$ cat src/rtl/rr_grant_arbiter_pkg.sv
// Shared types for the round-robin grant arbiter.
// Holds the FSM state enum and the grant index width helper.
package rr_grant_arbiter_pkg;

    typedef enum logic {
        IDLE    = 1'b0,
        GRANTED = 1'b1
    } arb_state_e;

    localparam int MAX_REQ = 32;

    function automatic int id_width(input int n);
        return (n <= 1) ? 1 : $clog2(n);
    endfunction

endpackage

$ cat src/rtl/rr_grant_arbiter_one_hot_to_integer.sv
// One-hot to binary index encoder.
// Output is zero when no bit is set.
module one_hot_to_integer
    import rr_grant_arbiter_pkg::*;
#(
    parameter int C_WIDTH = 4
)
(
    input  logic [C_WIDTH-1:0]              one_hot,
    output logic [id_width(C_WIDTH)-1:0]    index
);

    localparam int IW = id_width(C_WIDTH);

    // OR together the indices of all set bits
    always_comb begin
        index = '0;
        for (int i = 0; i < C_WIDTH; i++) begin
            if (one_hot[i]) begin
                index = index | IW'(i);
            end
        end
    end

endmodule

$ cat src/rtl/rr_grant_arbiter.sv
// Round-robin grant arbiter with registered one-hot grant.
// Optional macro RR_GRANT_LOCK_EN adds grant_lock for multi-beat ownership.
module rr_grant_arbiter
    import rr_grant_arbiter_pkg::*;
#(
    parameter int NUM_REQ = 4
)
(
    input  logic                            clk,
    input  logic                            rst,
    input  logic [NUM_REQ-1:0]              request,
    output logic                            grant_valid,
    output logic [NUM_REQ-1:0]              grant_one_hot,
    output logic [id_width(NUM_REQ)-1:0]    grant_id,
    input  logic                            grant_ack
`ifdef RR_GRANT_LOCK_EN
    ,
    input  logic                            grant_lock
`endif
);

    localparam int IW = id_width(NUM_REQ);

    arb_state_e         state_q;
    arb_state_e         state_d;
    logic [NUM_REQ-1:0] grant_q;
    logic [NUM_REQ-1:0] grant_d;
    logic [IW-1:0]      ptr_q;
    logic [IW-1:0]      ptr_d;
    logic [IW-1:0]      ptr_nxt;
    logic [IW-1:0]      ptr_srch;
    logic [NUM_REQ-1:0] cand;
    logic [NUM_REQ-1:0] mask;
    logic [NUM_REQ-1:0] masked;
    logic [NUM_REQ-1:0] pick;
    logic [NUM_REQ-1:0] sel;
    logic               lock;

`ifdef RR_GRANT_LOCK_EN
    assign lock = grant_lock;
`else
    assign lock = 1'b0;
`endif

    // Pointer value that follows a release of the current grant
    assign ptr_nxt = (grant_id == IW'(NUM_REQ - 1)) ? '0
                   : grant_id + IW'(1);

    // On a release the acked requester is excluded and the search
    // starts just above it, so re-arbitration needs no idle cycle.
    // A single requester is never masked, allowing back-to-back grants.
    assign cand = (state_q == GRANTED && NUM_REQ > 1)
                ? (request & ~grant_q) : request;

    assign ptr_srch = (state_q == GRANTED) ? ptr_nxt : ptr_q;

    assign mask   = ~((NUM_REQ'(1) << ptr_srch) - NUM_REQ'(1));
    assign masked = cand & mask;
    assign pick   = (masked != '0) ? masked : cand;
    assign sel    = pick & (~pick + NUM_REQ'(1));

    // Next-state, next-grant and pointer update
    always_comb begin
        state_d = state_q;
        grant_d = grant_q;
        ptr_d   = ptr_q;
        unique case (state_q)
            IDLE: begin
                if (cand != '0) begin
                    state_d = GRANTED;
                    grant_d = sel;
                end
            end
            GRANTED: begin
                if (grant_ack && !lock) begin
                    ptr_d = ptr_nxt;
                    if (sel != '0) begin
                        grant_d = sel;
                    end else begin
                        state_d = IDLE;
                        grant_d = '0;
                    end
                end
            end
            default: begin
                state_d = IDLE;
                grant_d = '0;
            end
        endcase
    end

    // State, grant and pointer registers with synchronous reset
    always_ff @(posedge clk) begin
        if (rst) begin
            state_q <= IDLE;
            grant_q <= '0;
            ptr_q   <= '0;
        end else begin
            state_q <= state_d;
            grant_q <= grant_d;
            ptr_q   <= ptr_d;
        end
    end

    assign grant_valid   = (state_q == GRANTED);
    assign grant_one_hot = grant_q;

    one_hot_to_integer #(
        .C_WIDTH (NUM_REQ)
    ) u_enc (
        .one_hot (grant_q),
        .index   (grant_id)
    );

endmodule

$ cat config.mk
export PLATFORM = sky130hd
export DESIGN_NAME = rr_grant_arbiter
export DESIGN_NICKNAME = d
export VERILOG_FILES = /design/src/rtl/rr_grant_arbiter_pkg.sv /design/src/rtl/rr_grant_arbiter_one_hot_to_integer.sv /design/src/rtl/rr_grant_arbiter.sv
export SDC_FILE = /design/constraint.sdc
export NUM_CORES = 1
export LEC_CHECK = 0
export BUFFER_PORTS_ARGS = -buffer_cell sky130_fd_sc_hd__buf_2
export CAP_MARGIN = 10
export CORE_AREA = 3 3 40 42
export CTS_CLUSTER_SIZE = 14
export DETAILED_ROUTE_END_ITERATION = 16
export DIE_AREA = 0 0 43 45
export SLEW_MARGIN = 10
export SYNTH_ARGS = -nofsm -noshare
export SYNTH_HDL_FRONTEND = slang
export SYNTH_HIERARCHICAL = 1
export SYNTH_SLANG_ARGS = --single-unit
$ cat constraint.sdc
create_clock -name clk -period 2.5 [get_ports clk]
set_clock_uncertainty 0.15 [all_clocks]
set_input_delay 0.125 -clock clk [delete_from_list [all_inputs] [get_ports clk]]
set_output_delay 0.125 -clock clk [all_outputs]
set_load 0.02 [all_outputs]
=== Yosys cells after proc, flatten, opt, wreduce, memory -nomap -nowiden ===
Cells that the tools add are included.

* $add $sub $neg: 3
* Equal/unequal tests: 3
* Shift-type cells: 1
* Muxes and demuxes: 15
* Bitwise gates (word level): 7
* Reduce and logical (&&, ||, !) cells: 5

{| class="wikitable"
|+ Operators by type and width
! cell !! count
|-
| 2-to-1 mux 4 bit || 5
|-
| bitwise AND 4 bit || 3
|-
| NOT 4 bit || 3
|-
| nonzero test 4 bit || 3
|-
| 2-to-1 mux 2 bit || 4
|-
| case mux 4 bit (2 select lines) || 1
|-
| adder 4 x 1 -> 4 bit (second input constant) || 1
|-
| 2-to-1 mux 1 bit || 4
|-
| != test 2 bit (second input constant) || 2
|-
| AND reduction 2 bit || 2
|-
| left shift 1 x 2 -> 4 bit (first input constant) || 1
|-
| subtractor 4 x 2 -> 4 bit (second input constant) || 1
|-
| adder 2 x 1 -> 2 bit (second input constant) || 1
|-
| equality test 2 bit (second input constant) || 1
|-
| case mux 1 bit (2 select lines) || 1
|-
| NOT 1 bit || 1
|}

* Register bits: 7
* Bits of input ports: 7
* Output and inout port bits: 7
* Word-level logic and storage cells: 37

=== Longest topological paths before layout ===
Gate-level depths: netlist of run 1.

* Depth in word-level cells: 19
* Mapped depth: 7

=== Cells and area by module ===
The synthesis of run 1 kept the hierarchy.

{| class="wikitable"
|+ By module, submodules not included
! module !! instances !! cells each !! area an instance (um2) !! seq. area each (um2)
|-
| rr_grant_arbiter || 1 || 54 || 510.5 || 140.1
|-
| one_hot_to_integer || 1 || 2 || 12.5 || 0.0
|}

=== Worst setup path after synthesis of run 1 ===
No wires, ideal clock.

* Kind: register -> register
* From: register grant_q[3], in the netlist grant_one_hot[3]
* To: register grant_q[3], in the netlist grant_one_hot[3]
* Library setup time: 0.070 ns
* Arrival: 2.058 ns
* Required time: 2.280 ns
* Setup slack: 0.222 ns
* Stages on the path, launching flop included: 8
* Buffers on the path: 0
* Clock period less this slack: 2.278 ns
* Path through: dfxtp_1 or2_1 ha_1 nand3b_1 a311oi_1 a2111oi_2 nand4b_1 a21oi_1

* Longest elaborated chain between the ends: 17
* Elaborated cells between the ends (all ways): 25
* Classes of those cells: add/sub: 3; eq/ne: 2; shift: 1; mux: 9; bitwise: 6; reduce/logical: 4

{| class="wikitable"
|+ Ends and longest elaborated chain
! element !! RTL line !! text
|-
| from (decl) || rr_grant_arbiter.sv:26 || <nowiki>logic [NUM_REQ-1:0] grant_q;</nowiki>
|-
| from (signal assigned) || rr_grant_arbiter.sv:100 || <nowiki>grant_q <= grant_d;</nowiki>
|-
| 2-to-1 mux 2 bit (*) || rr_grant_arbiter_one_hot_to_integer.sv:19 || <nowiki>if (one_hot[i]) begin</nowiki>
|-
| named net grant_id[0] || rr_grant_arbiter.sv:14 || <nowiki>output logic [id_width(NUM_REQ)-1:0] grant_id,</nowiki>
|-
| adder 2 x 1 -> 2 bit / equality test 2 bit (equally long branches) || rr_grant_arbiter.sv:47, rr_grant_arbiter.sv:46 ||
|-
| 2-to-1 mux 2 bit (*) || rr_grant_arbiter.sv:46 || <nowiki>assign ptr_nxt = (grant_id == IW'(NUM_REQ - 1)) ? '0</nowiki>
|-
| named net ptr_nxt[1] || rr_grant_arbiter.sv:30 || <nowiki>logic [IW-1:0] ptr_nxt;</nowiki>
|-
| 2-to-1 mux 2 bit (*) || rr_grant_arbiter.sv:55 || <nowiki>assign ptr_srch = (state_q == GRANTED) ? ptr_nxt : ptr_q;</nowiki>
|-
| left shift 1 x 2 -> 4 bit (*) || rr_grant_arbiter.sv:57 || <nowiki>assign mask = ~((NUM_REQ'(1) << ptr_srch) - NUM_REQ'(1));</nowiki>
|-
| subtractor 4 x 2 -> 4 bit (*) || rr_grant_arbiter.sv:57 ||
|-
| [... 3 more ...] || - ||
|-
| 2-to-1 mux 4 bit (*) || rr_grant_arbiter.sv:59 || <nowiki>assign pick = (masked != '0) ? masked : cand;</nowiki>
|-
| NOT 4 bit || rr_grant_arbiter.sv:60 || <nowiki>assign sel = pick & (~pick + NUM_REQ'(1));</nowiki>
|-
| adder 4 x 1 -> 4 bit || rr_grant_arbiter.sv:60 ||
|-
| bitwise AND 4 bit (*) || rr_grant_arbiter.sv:60 ||
|-
| nonzero test 4 bit || rr_grant_arbiter.sv:77 || <nowiki>if (sel != '0) begin</nowiki>
|-
| 2-to-1 mux 4 bit || rr_grant_arbiter.sv:77 ||
|-
| 2-to-1 mux 4 bit || rr_grant_arbiter.sv:75 || <nowiki>if (grant_ack && !lock) begin</nowiki>
|-
| case mux 4 bit (2 select lines) (*) || rr_grant_arbiter.sv:67 || <nowiki>unique case (state_q)</nowiki>
|}

Mark *: on every way through the listed nets, which the timed path passes. The rest lies on a longest branch. The select of a mux whose other input is x is not followed.
A chain may end at the register's enable or synchronous reset.

=== Final worst setup path of run 1 ===
* From: register grant_q[3], in the netlist grant_one_hot[3]
* To: register grant_q[3], in the netlist grant_one_hot[3]

* Longest elaborated chain between the ends: 17
* Elaborated cells between the ends (all ways): 25
* Classes of those cells: add/sub: 3; eq/ne: 2; shift: 1; mux: 9; bitwise: 6; reduce/logical: 4

{| class="wikitable"
|+ Ends and longest elaborated chain
! element !! RTL line
|-
| 2-to-1 mux 2 bit (*) || rr_grant_arbiter_one_hot_to_integer.sv:19
|-
| adder 2 x 1 -> 2 bit / equality test 2 bit (equally long branches) || rr_grant_arbiter.sv:47, rr_grant_arbiter.sv:46
|-
| 2-to-1 mux 2 bit (*) || rr_grant_arbiter.sv:46
|-
| named net ptr_nxt[1] || rr_grant_arbiter.sv:30
|-
| 2-to-1 mux 2 bit (*) || rr_grant_arbiter.sv:55
|-
| left shift 1 x 2 -> 4 bit (*) || rr_grant_arbiter.sv:57
|-
| subtractor 4 x 2 -> 4 bit (*) || rr_grant_arbiter.sv:57
|-
| NOT 4 bit (*) || rr_grant_arbiter.sv:57
|-
| [... 2 more ...] || -
|-
| 2-to-1 mux 4 bit (*) || rr_grant_arbiter.sv:59
|-
| NOT 4 bit || rr_grant_arbiter.sv:60
|-
| adder 4 x 1 -> 4 bit || rr_grant_arbiter.sv:60
|-
| bitwise AND 4 bit (*) || rr_grant_arbiter.sv:60
|-
| nonzero test 4 bit || rr_grant_arbiter.sv:77
|-
| 2-to-1 mux 4 bit || rr_grant_arbiter.sv:77
|-
| 2-to-1 mux 4 bit || rr_grant_arbiter.sv:75
|-
| case mux 4 bit (2 select lines) (*) || rr_grant_arbiter.sv:67
|}

Marks and branches as above.

==> flow_summary.toml, run 1 <==
[logic_synthesis]
synth_top_cell_area_share_pct = 26.8
synthTopCellsByArea = "dfxtp_1 (27%), nand3b_1 (7.2%), a21oi_1 (5.7%)"
synth_cells = 56
synthArstFlopShare_pct = 0
synth.avg_cell_area_sq_um = 9.34
ys_warn_count = 6
synth_edf_count = 0
synth_top_area_cell = "dfxtp_1"
ys_types = 31
ys.flop_type = "dfxtp_1"
ys_ff_latch = 7
synth_area_sq_um = 523
synth_nets = 64
ys_seq_area_share_pct = 26.8

[critical_path]
cp_top_family = "compound AO/OA/AOI/OAI gates"
cp.required_ns = 2.54
crit_slowest_cell = "a2111oi_2"
crit_fanout = 5
cp.arrival_ns = 2.32
endpoint_kind = "flop"
path_cells = "or2_1 > ha_1 > nand3b_1 > a311oi_1 > a2111oi_2 > nand4b_1 > a21oi_1"
slowest_delay_ns = 0.54
crit_buf_inv = 0
worstSetupPathType = "reg2reg"
startpoint_type = "flop"

[clock_network]
insertion_delay_ns = 0.26
path_clk_slew_ns = 0.05
root_buffer = "clkbuf_4"
post_cts_buffers = 0
cts_repair_resize_count = 0
htree_levels = 1
cts_num_sinks = 7
cts_tree = "done"
cts-buffers-inserted = 3
max-clock-path-buffers = 2
cts_hold_buf = 1

[global_routing]
gr-usage-all-layers_pct = 13.7
grt_pass1_wl_um = 1950
grt_max_degree = 16
antenna_found_initial = 0
grt_pass1_vias = 440
grt-ovfl-total = 0

[sta]
finalMaxSlewViolations = 0
fmaxAchievable_ghz = 0.439
final-setup-viol-count = 0
setup_tns_ns = 0
rsz0062_at_grt = "false"
slew_headroom_pct = 62.9
fin_crit_sh_pct = 91.2
period_needed_ns = 2.28
hold_viol_final = 0
layout_setup_ws_ns = 0.221
worst_pin_slew_ns = 0.556

[power]
leakagePower_uw = 0.000267
power_density_nw_per_um2 = 575
ir_worst_vdd_mv = 0.283
total_power_uw = 370

[flow_run]
maxCapViolations = 0

[placed_design]
io_buffer_count = 13
dp_cells = 84
globalplace.congestion = 0.783
detailedPlace.worstSlack_ns = 0.240
dp_hpwl_um = 920

[route]
route.detailed.drc = 0
routed_wl_um = 1140
viasPerCell = 5.46
antenna_left = 0
routedWlPerCell_um = 12.8
firstDrtPassIters = 4
initialDrtViolationCount = 8
dr_total_vias = 486

[floorplan]
die_h_um = 45
die_w_um = 43
pin_count = 14
start_util_pct = 40.7
core_sq_um = 1280
std_cell_rows = 13
die_area_sq_um = 1940

[run_status]
outcome = "completed"

[finish]
finalNonFillerCells = 89
final_nets = 83
n_antenna_cell = 0
fillCellCount = 129
areaGrowthSynthToFinish_pct = 23.0
drive_above_1_share_pct = 35.1
utilization_pct = 50.0

[worst_hold_path]
hold_path.class = "in2reg"
==> worst min-delay path: cells and delay by family <==
family	cells	cell delay (ns)
AO/OA/AOI/OAI	1	0.05
AND/OR/NAND/NOR	1	0.08
buffers and inverters	1	0.12
==> state kept, by name, indices dropped and copies added (netlist names) <==
signal	flops
ptr_q	2
grant_valid	1
grant_one_hot	4
==> cells by family (layout without fill, tap and decap cells) <==
logic type	after synthesis	count (layout)	synth area share [%]
simple gates	24	24	26.6
compound gates	19	19	34.5
flops	7	7	26.8
buf+inv	3	21	3.59
mux	2	2	6.22
fa+ha+maj	1	1	2.39
==> stage by stage <==
step | hold slack, ns | cell area [sq um]
2_1_floorplan | 0.136 | 523
4_1_cts | 0.0176 | 643
3_5_place_dp | 0.258 | 607
3_3_place_gp | 0.260 | 607
5_1_grt | 0.0273 | 643
6_report | 0.0205 | 643
==> cell usage in the layout (no fill, tap or decap) <==
cell type and count:
a21bo_4 1, inv_1 1, a311oi_1 1, o21a_4 1
nor3_1 2, mux2i_4 1, a21boi_2 1, clkbuf_1 1
a31oi_1 1, a21boi_0 1, nor3b_2 1, clkbuf_4 3
ha_1 1, or4_1 1, mux2i_1 1, a31o_1 1
nand3_1 2, nor2_1 5, nand2_1 4, a2111oi_2 1
a211oi_2 1, o41ai_1 1, dfxtp_1 7, nand3b_1 5
o41ai_4 1, a21boi_1 1, o21ai_0 1, buf_4 2
a21oi_1 6, nand4b_1 1, or3_1 1, buf_2 13
or2_1 2, dlygate4sd3_1 1
==> cell usage after synthesis (all sizes together), types with 2 or more instances <==
library cell / instances
mux2i: 2
o41ai: 2
or2: 2
nor2: 5
nand3b: 5
a21boi: 3
buf: 2
dfxtp: 7
nand2: 4
nand3: 2
nor3: 2
a21oi: 6
==> cell type report <==
cell class	instances	area, sq um	area share, %
Clock buffer	4	26.3	4.09
Tap cell	15	18.8	2.92
Multi-Input combinational cell	46	364	56.6
Timing Repair Buffer	16	90.1	14.0
Inverter	1	3.75	0.584
Sequential cell	7	140	21.8
==> metal layers <==
layer	track usage [%]	wire (um)	vias to the layer above
met5	0	0	-
met4	7.23	10	0
met3	3.98	76	2
met2	19.8	490	13
met1	18.3	564	218
li1	-	-	253
==> path summary, 6_finish.rpt <==
check	start	end	slack [ns]	cells after the start
worst min register to register	ptr_q[1]	ptr_q[1]	0.34	2
worst min-delay path	grant_ack	ptr_q[1]	0.02	3
worst max register to register	grant_one_hot[3]	grant_one_hot[3]	0.22	7
worst max-delay path	grant_one_hot[3]	grant_one_hot[3]	0.22	7
==> report_power, final <==
group	internal, uW	switching [uW]	leakage (uW)
clock network	61.2	46.0	0.0000150
logic	58.2	72.1	0.000195
registers	121	11.5	0.0000575
total	240	130	0.000267
(Power assumes the default switching activity.)
==> inputs of run 2 (changes only) <==
CTS_CLUSTER_SIZE = 10   (was 14)
SLEW_MARGIN = default   (was 10)
clock period = 2.4 ns   (was 2.5 ns; I/O delays follow)
==> run 2 against run 1 <==
  * Flip-flop and latch count unchanged
  * Global-route usage unchanged
  * Sequential power increased by 5%
  * Cell count unchanged
  * Setup slack got worse by 0.10 ns
  * Die area unchanged
  * Critical path type unchanged
  * Register-to-register slack got worse by 0.10 ns
  * Final area increased by 1.9%
  * Routed wire length increased by 3.7%
==> flow_summary.toml, run 2 (same netlist as run 1, synthesis figures left out) <==
[critical_path]
r2r_slack_ns = 0.12
rr_endpoint = "grant_valid"
cp_top_family = "compound AO/OA/AOI/OAI gates"
worstSetupStartpoint = "grant_one_hot[3]"
crit_end = "grant_valid"
path_cells = "or2_1 > ha_1 > nand3b_1 > a21oi_1 > o41ai_4 > nor3_1 > a211oi_2"
r2r_start = "grant_one_hot[3]"
worstSetupPathType = "reg2reg"
crit_fanout = 5
cp.arrival_ns = 2.26
slowest_delay_ns = 0.47
startpoint_type = "flop"
crit_slowest_cell = "a21oi_1"
cp.required_ns = 2.38
endpoint_kind = "flop"
r2r.worst_path.cells = 7
crit_buf_inv = 0
critical_path_depth = 7

[power]
power_density_nw_per_um2 = 597
ir_worst_vdd_mv = 0.286
leakagePower_uw = 0.000269

[clock_network]
cts_num_sinks = 7
cts-buffers-inserted = 3
path_clk_slew_ns = 0.05
max-clock-path-buffers = 2
insertion_delay_ns = 0.26
htree_levels = 1
root_buffer = "clkbuf_4"
post_cts_buffers = 0
cts_tree = "done"

[sta]
finalMaxSlewViolations = 0
layout_setup_ws_ns = 0.117
final-setup-viol-count = 0
worst_pin_slew_ns = 0.554
fin_crit_sh_pct = 95.1
fmaxAchievable_ghz = 0.438
period_needed_ns = 2.28
slew_headroom_pct = 63.0
hold_viol_final = 0

[global_routing]
gr-usage-all-layers_pct = 13.7
grt_pass1_vias = 440
grt_pass1_wl_um = 1950
antenna_found_initial = 0
grt-ovfl-total = 0
grt_max_degree = 16

[finish]
final_cell_mix = "buf_2 (13), dfxtp_1 (7), a21oi_1 (6)"
final_nets = 83
layout_commonest_cell = "buf_2"
drive_above_1_share_pct = 35.1
areaGrowthSynthToFinish_pct = 25.4
design_area_sq_um = 656
largest_reg_flops = 4
n_antenna_cell = 0

[route]
routed_wl_um = 1180
firstDrtPassIters = 4
routedWlPerCell_um = 13.3
dr_total_vias = 487
antenna_left = 0
viasPerCell = 5.47
initialDrtViolationCount = 7
route.detailed.drc = 0

[floorplan]
start_util_pct = 40.7
std_cell_rows = 13
die_h_um = 45
core_sq_um = 1280
die_area_sq_um = 1940
pin_count = 14
die_w_um = 43

[placed_design]
io_buffer_count = 13
dp_hpwl_um = 920
globalplace.congestion = 0.783
detailedPlace.worstSlack_ns = 0.140
postPlaceCellArea_sq_um = 607

[run_status]
outcome = "completed"

[worst_hold_path]
hold_path.class = "in2reg"
hold_depth = 3

[flow_run]
maxCapViolations = 0
[run 2: cell counts in the layout (fill, tap and decap cells not counted)]
No cell type changed its count.
[run 2: how the worst min path moves through the flow]
stage                     startpoint        to  slack (ns)
after floorplan            grant_ack  ptr_q[1]        0.13
after global placement           rst  ptr_q[1]        0.26
after detailed placement         rst  ptr_q[1]        0.25
after CTS                  grant_ack  ptr_q[1]        0.01
after global routing       grant_ack  ptr_q[1]        0.02
final                      grant_ack  ptr_q[1]        0.01
[run 2: area by class of cell]
class	instances	area, sq um
Inverter	1	3.75
Clock buffer	4	26.3
Multi-Input combinational cell	46	377
Timing Repair Buffer	16	90.1
Fill cell	129	629
Sequential cell	7	140
Tap cell	15	18.8
[run 2: worst min-delay path, delay by kind of cell]
kind | cells | cell delay, ns
compound gates | 1 | 0.05
simple gates | 1 | 0.08
buf+inv | 1 | 0.12
[run 2: where the power goes]
group | switching, uW | internal [uW]
Sequential | 11.9 | 126
Combinational | 78.6 | 63.1
Clock | 48.0 | 63.7
Total | 139 | 253
[run 2: what timing repair did]
action / CTS / global route
gates resized for setup: 0 / 1
endpoints found under the setup margin: 0 / 2
hold endpoints to repair: 6 / 0
hold buffers: 1 / 0
[run 2: metal layers]
metal	GRT usage, %	wire length [um]	share of wire [%]
met1	18.3	564	48
met2	19.8	531	45
met3	3.98	76	6.4
met4	7.23	10	0.85
met5	0	0	0
[run 2: metrics by stage]
stage	power, uW	util (%)	TNS (ns)	hold slack (ns)	std cells
floorplan	238	-	0	0.131	56
global placement	275	47.2	0	0.255	84
detailed placement	275	47.2	0	0.253	84
CTS	389	50.0	0	0.0126	89
global route	412	51.0	-0.00203	0.0223	89
finish	391	51.0	0	0.0148	89
==> inputs of run 3 (changes only) <==
ABC_AREA = 1   (was default)
HOLD_SLACK_MARGIN = 0.02   (was default)
REMOVE_ABC_BUFFERS = 1   (was default)
==> run 3 against run 2 <==
  * Combinational power is essentially flat
  * Die area unchanged
  * Non-clock buffer count shrank 1
  * Flip-flop and latch count did not move
  * Utilization down 3.5 points
  * Power is 0.40% lower
  * First-iteration DRC count increased by 86%
  * Register-to-register slack better by 0.42 ns
  * Sequential share of layout area increased by 1.6 points
  * Area after synthesis down 6.0%
  * Critical path type unchanged
  * Highest routed layer unchanged
==> flow_summary.toml, run 3 <==
[sta]
period_needed_ns = 1.86
fin_crit_sh_pct = 77.6
setup_tns_ns = 0
slew_headroom_pct = 66.2
hold_viol_final = 0
fmaxAchievable_ghz = 0.537
rsz0062_at_grt = "false"
final-setup-viol-count = 0
finalMaxSlewViolations = 0
worst_pin_slew_ns = 0.506

[placed_design]
io_buffer_count = 13
globalplace.congestion = 0.772
postPlaceCellArea_sq_um = 564
dp_hpwl_um = 901

[critical_path]
crit_fanout = 4
rr_endpoint = "grant_one_hot[2]"
r2r.worst_path.cells = 12
startpoint_type = "flop"
r2r_slack_ns = 0.54
r2r_start = "grant_one_hot[3]"
endpoint_kind = "flop"
cp.required_ns = 2.38
cp.arrival_ns = 1.84
worstSetupPathType = "reg2reg"

[finish]
largest_reg_flops = 4
design_area_sq_um = 611
fillCellCount = 134
areaGrowthSynthToFinish_pct = 24.2
n_antenna_cell = 0
final_nets = 103
layout_commonest_cell = "nand2_1"
final_cell_mix = "nand2_1 (25), buf_2 (13), inv_1 (11)"
drive_above_1_share_pct = 27.7

[clock_network]
path_clk_slew_ns = 0.05
cts_repair_resize_count = 0
cts_tree = "done"
htree_levels = 1
max-clock-path-buffers = 2
insertion_delay_ns = 0.25
root_buffer = "clkbuf_4"
cts_num_sinks = 7
cts-buffers-inserted = 3

[power]
comb_power_share_pct = 36.1
ir_worst_vdd_mv = 0.263
power_frac_seq_pct = 36.5
power_density_nw_per_um2 = 638
total_power_uw = 390
leakagePower_uw = 0.000340
swShare_pct = 37.8
p_sw_uw = 147
clkPwrFrac_pct = 27.4
power.internal_uw = 242

[flow_run]
maxCapViolations = 0

[route]
dr_total_vias = 535
firstDrtPassIters = 4
routedWlPerCell_um = 10.3
route.detailed.drc = 0
antenna_left = 0
viasPerCell = 4.91
initialDrtViolationCount = 13
routed_wl_um = 1120

[logic_synthesis]
ys_ff_latch = 7
synth.avg_cell_area_sq_um = 6.47
synthTopCellsByArea = "dfxtp_1 (28%), nand2_1 (19%), inv_1 (8.4%)"
synth_area_sq_um = 492
yosys-top-cells-count = "nand2_1 (25), inv_1 (11), dfxtp_1 (7)"
ys_types = 21
synth_most_common_cell = "nand2_1"
synthArstFlopShare_pct = 0
ys_seq_area_share_pct = 28.5
ys.flop_type = "dfxtp_1"
synth_edf_count = 0
synth_top_cell_area_share_pct = 28.5
synth_top_area_cell = "dfxtp_1"
ys_warn_count = 6
synth_cells = 76

[floorplan]
start_util_pct = 38.3
std_cell_rows = 13
pin_count = 14
die_w_um = 43
core_sq_um = 1280
die_h_um = 45
die_area_sq_um = 1940

[worst_hold_path]
hold_start = "request[3]"
hold_path.class = "in2reg"
hold_depth = 5
min_to = "grant_one_hot[3]"

[run_status]
outcome = "completed"

[global_routing]
grt-ovfl-total = 0
grt_pass1_wl_um = 1810
grt_max_degree = 12
gr-usage-all-layers_pct = 12.7
antenna_found_initial = 0
grt_pass1_vias = 481
==> run 3: changes by cell type after synthesis, sizes merged, moves of 2 or more <==
cell    delta
mux2i      -2
nand3      +3
o41ai      -2
nand2     +24
o21ai      +7
nor3       -2
or2        -2
inv       +12
nand3b     -5
a21boi     -2
==> run 3: worst max path at each step <==
stage,from,end,cells past startpoint
6_report,grant_one_hot[3],grant_one_hot[2],12
3_3_place_gp,grant_one_hot[3],grant_one_hot[2],12
2_1_floorplan,grant_one_hot[3],grant_one_hot[3],12
4_1_cts,grant_one_hot[3],grant_one_hot[3],12
5_1_grt,grant_one_hot[3],grant_one_hot[2],12
3_5_place_dp,grant_one_hot[3],grant_one_hot[3],12
==> run 3: critical path: stages (launching register included) <==
cell and delay, ns:
dfxtp_1 0.32, inv_1 0.08, nand2_1 0.10, ha_1 0.32, inv_1 0.06, nand2_1 0.05
nand2_1 0.10, a21oi_2 0.19, nand3_2 0.10, nand2_1 0.10, nor2_1 0.05, nand2_1 0.06
a21oi_1 0.06
==> run 3: layout make-up <==
type | count | area, sq um | share of cell area (%)
multi-input cells | 55 | 289 | 47.3
flip-flops and latches | 7 | 140 | 23.0
repair buffers | 15 | 85.1 | 13.9
inverters | 13 | 51.3 | 8.40
clock buffers | 4 | 26.3 | 4.30
well taps | 15 | 18.8 | 3.07
==> run 3: logic make-up (layout without fill, tap and decap cells) <==
family	after synthesis	after routing	synth area share (%)
AND/OR/NAND/NOR	38	38	33.8
flip-flops	7	7	28.5
adder cells (fa/ha/maj)	1	1	2.54
AO/OA/AOI/OAI	16	16	22.4
buffers and inverters	14	32	12.7
==> run 3: per-stage QoR <==
stage	utilization (%)	std cells	worst slack (ns)	hold WS, ns
after global placement	43.9	103	0.579	0.145
after CTS	47.5	109	0.548	0.163
after global routing	47.5	109	0.366	0.193
after floorplan	-	75	0.484	0.0424
after detailed placement	43.9	103	0.575	0.150
final	47.5	109	0.537	0.155
==> run 3: repair_timing <==
item	4_1_cts	5_1_grt
hold endpoints to repair	2	0
hold buffers	2	0
setup buffers	0	0
==> run 3: routing by layer <==
layer / vias to the layer above / GRT usage [%] / routed length [um]
met1: 237 / 13.3 / 534
met3: 4 / 3.59 / 51
met5: - / 0 / 0
met4: 0 / 9.04 / 23
met2: 12 / 22.2 / 512
li1: 282 / - / -
==> run 3: power groups by stage <==
stage	combinational, uW	clock [uW]	sequential (uW)
finish	141	107	142
global route	158	118	144
CTS	140	109	142
detailed placement	137	0	145
global placement	137	0	144
floorplan	90.5	0	153
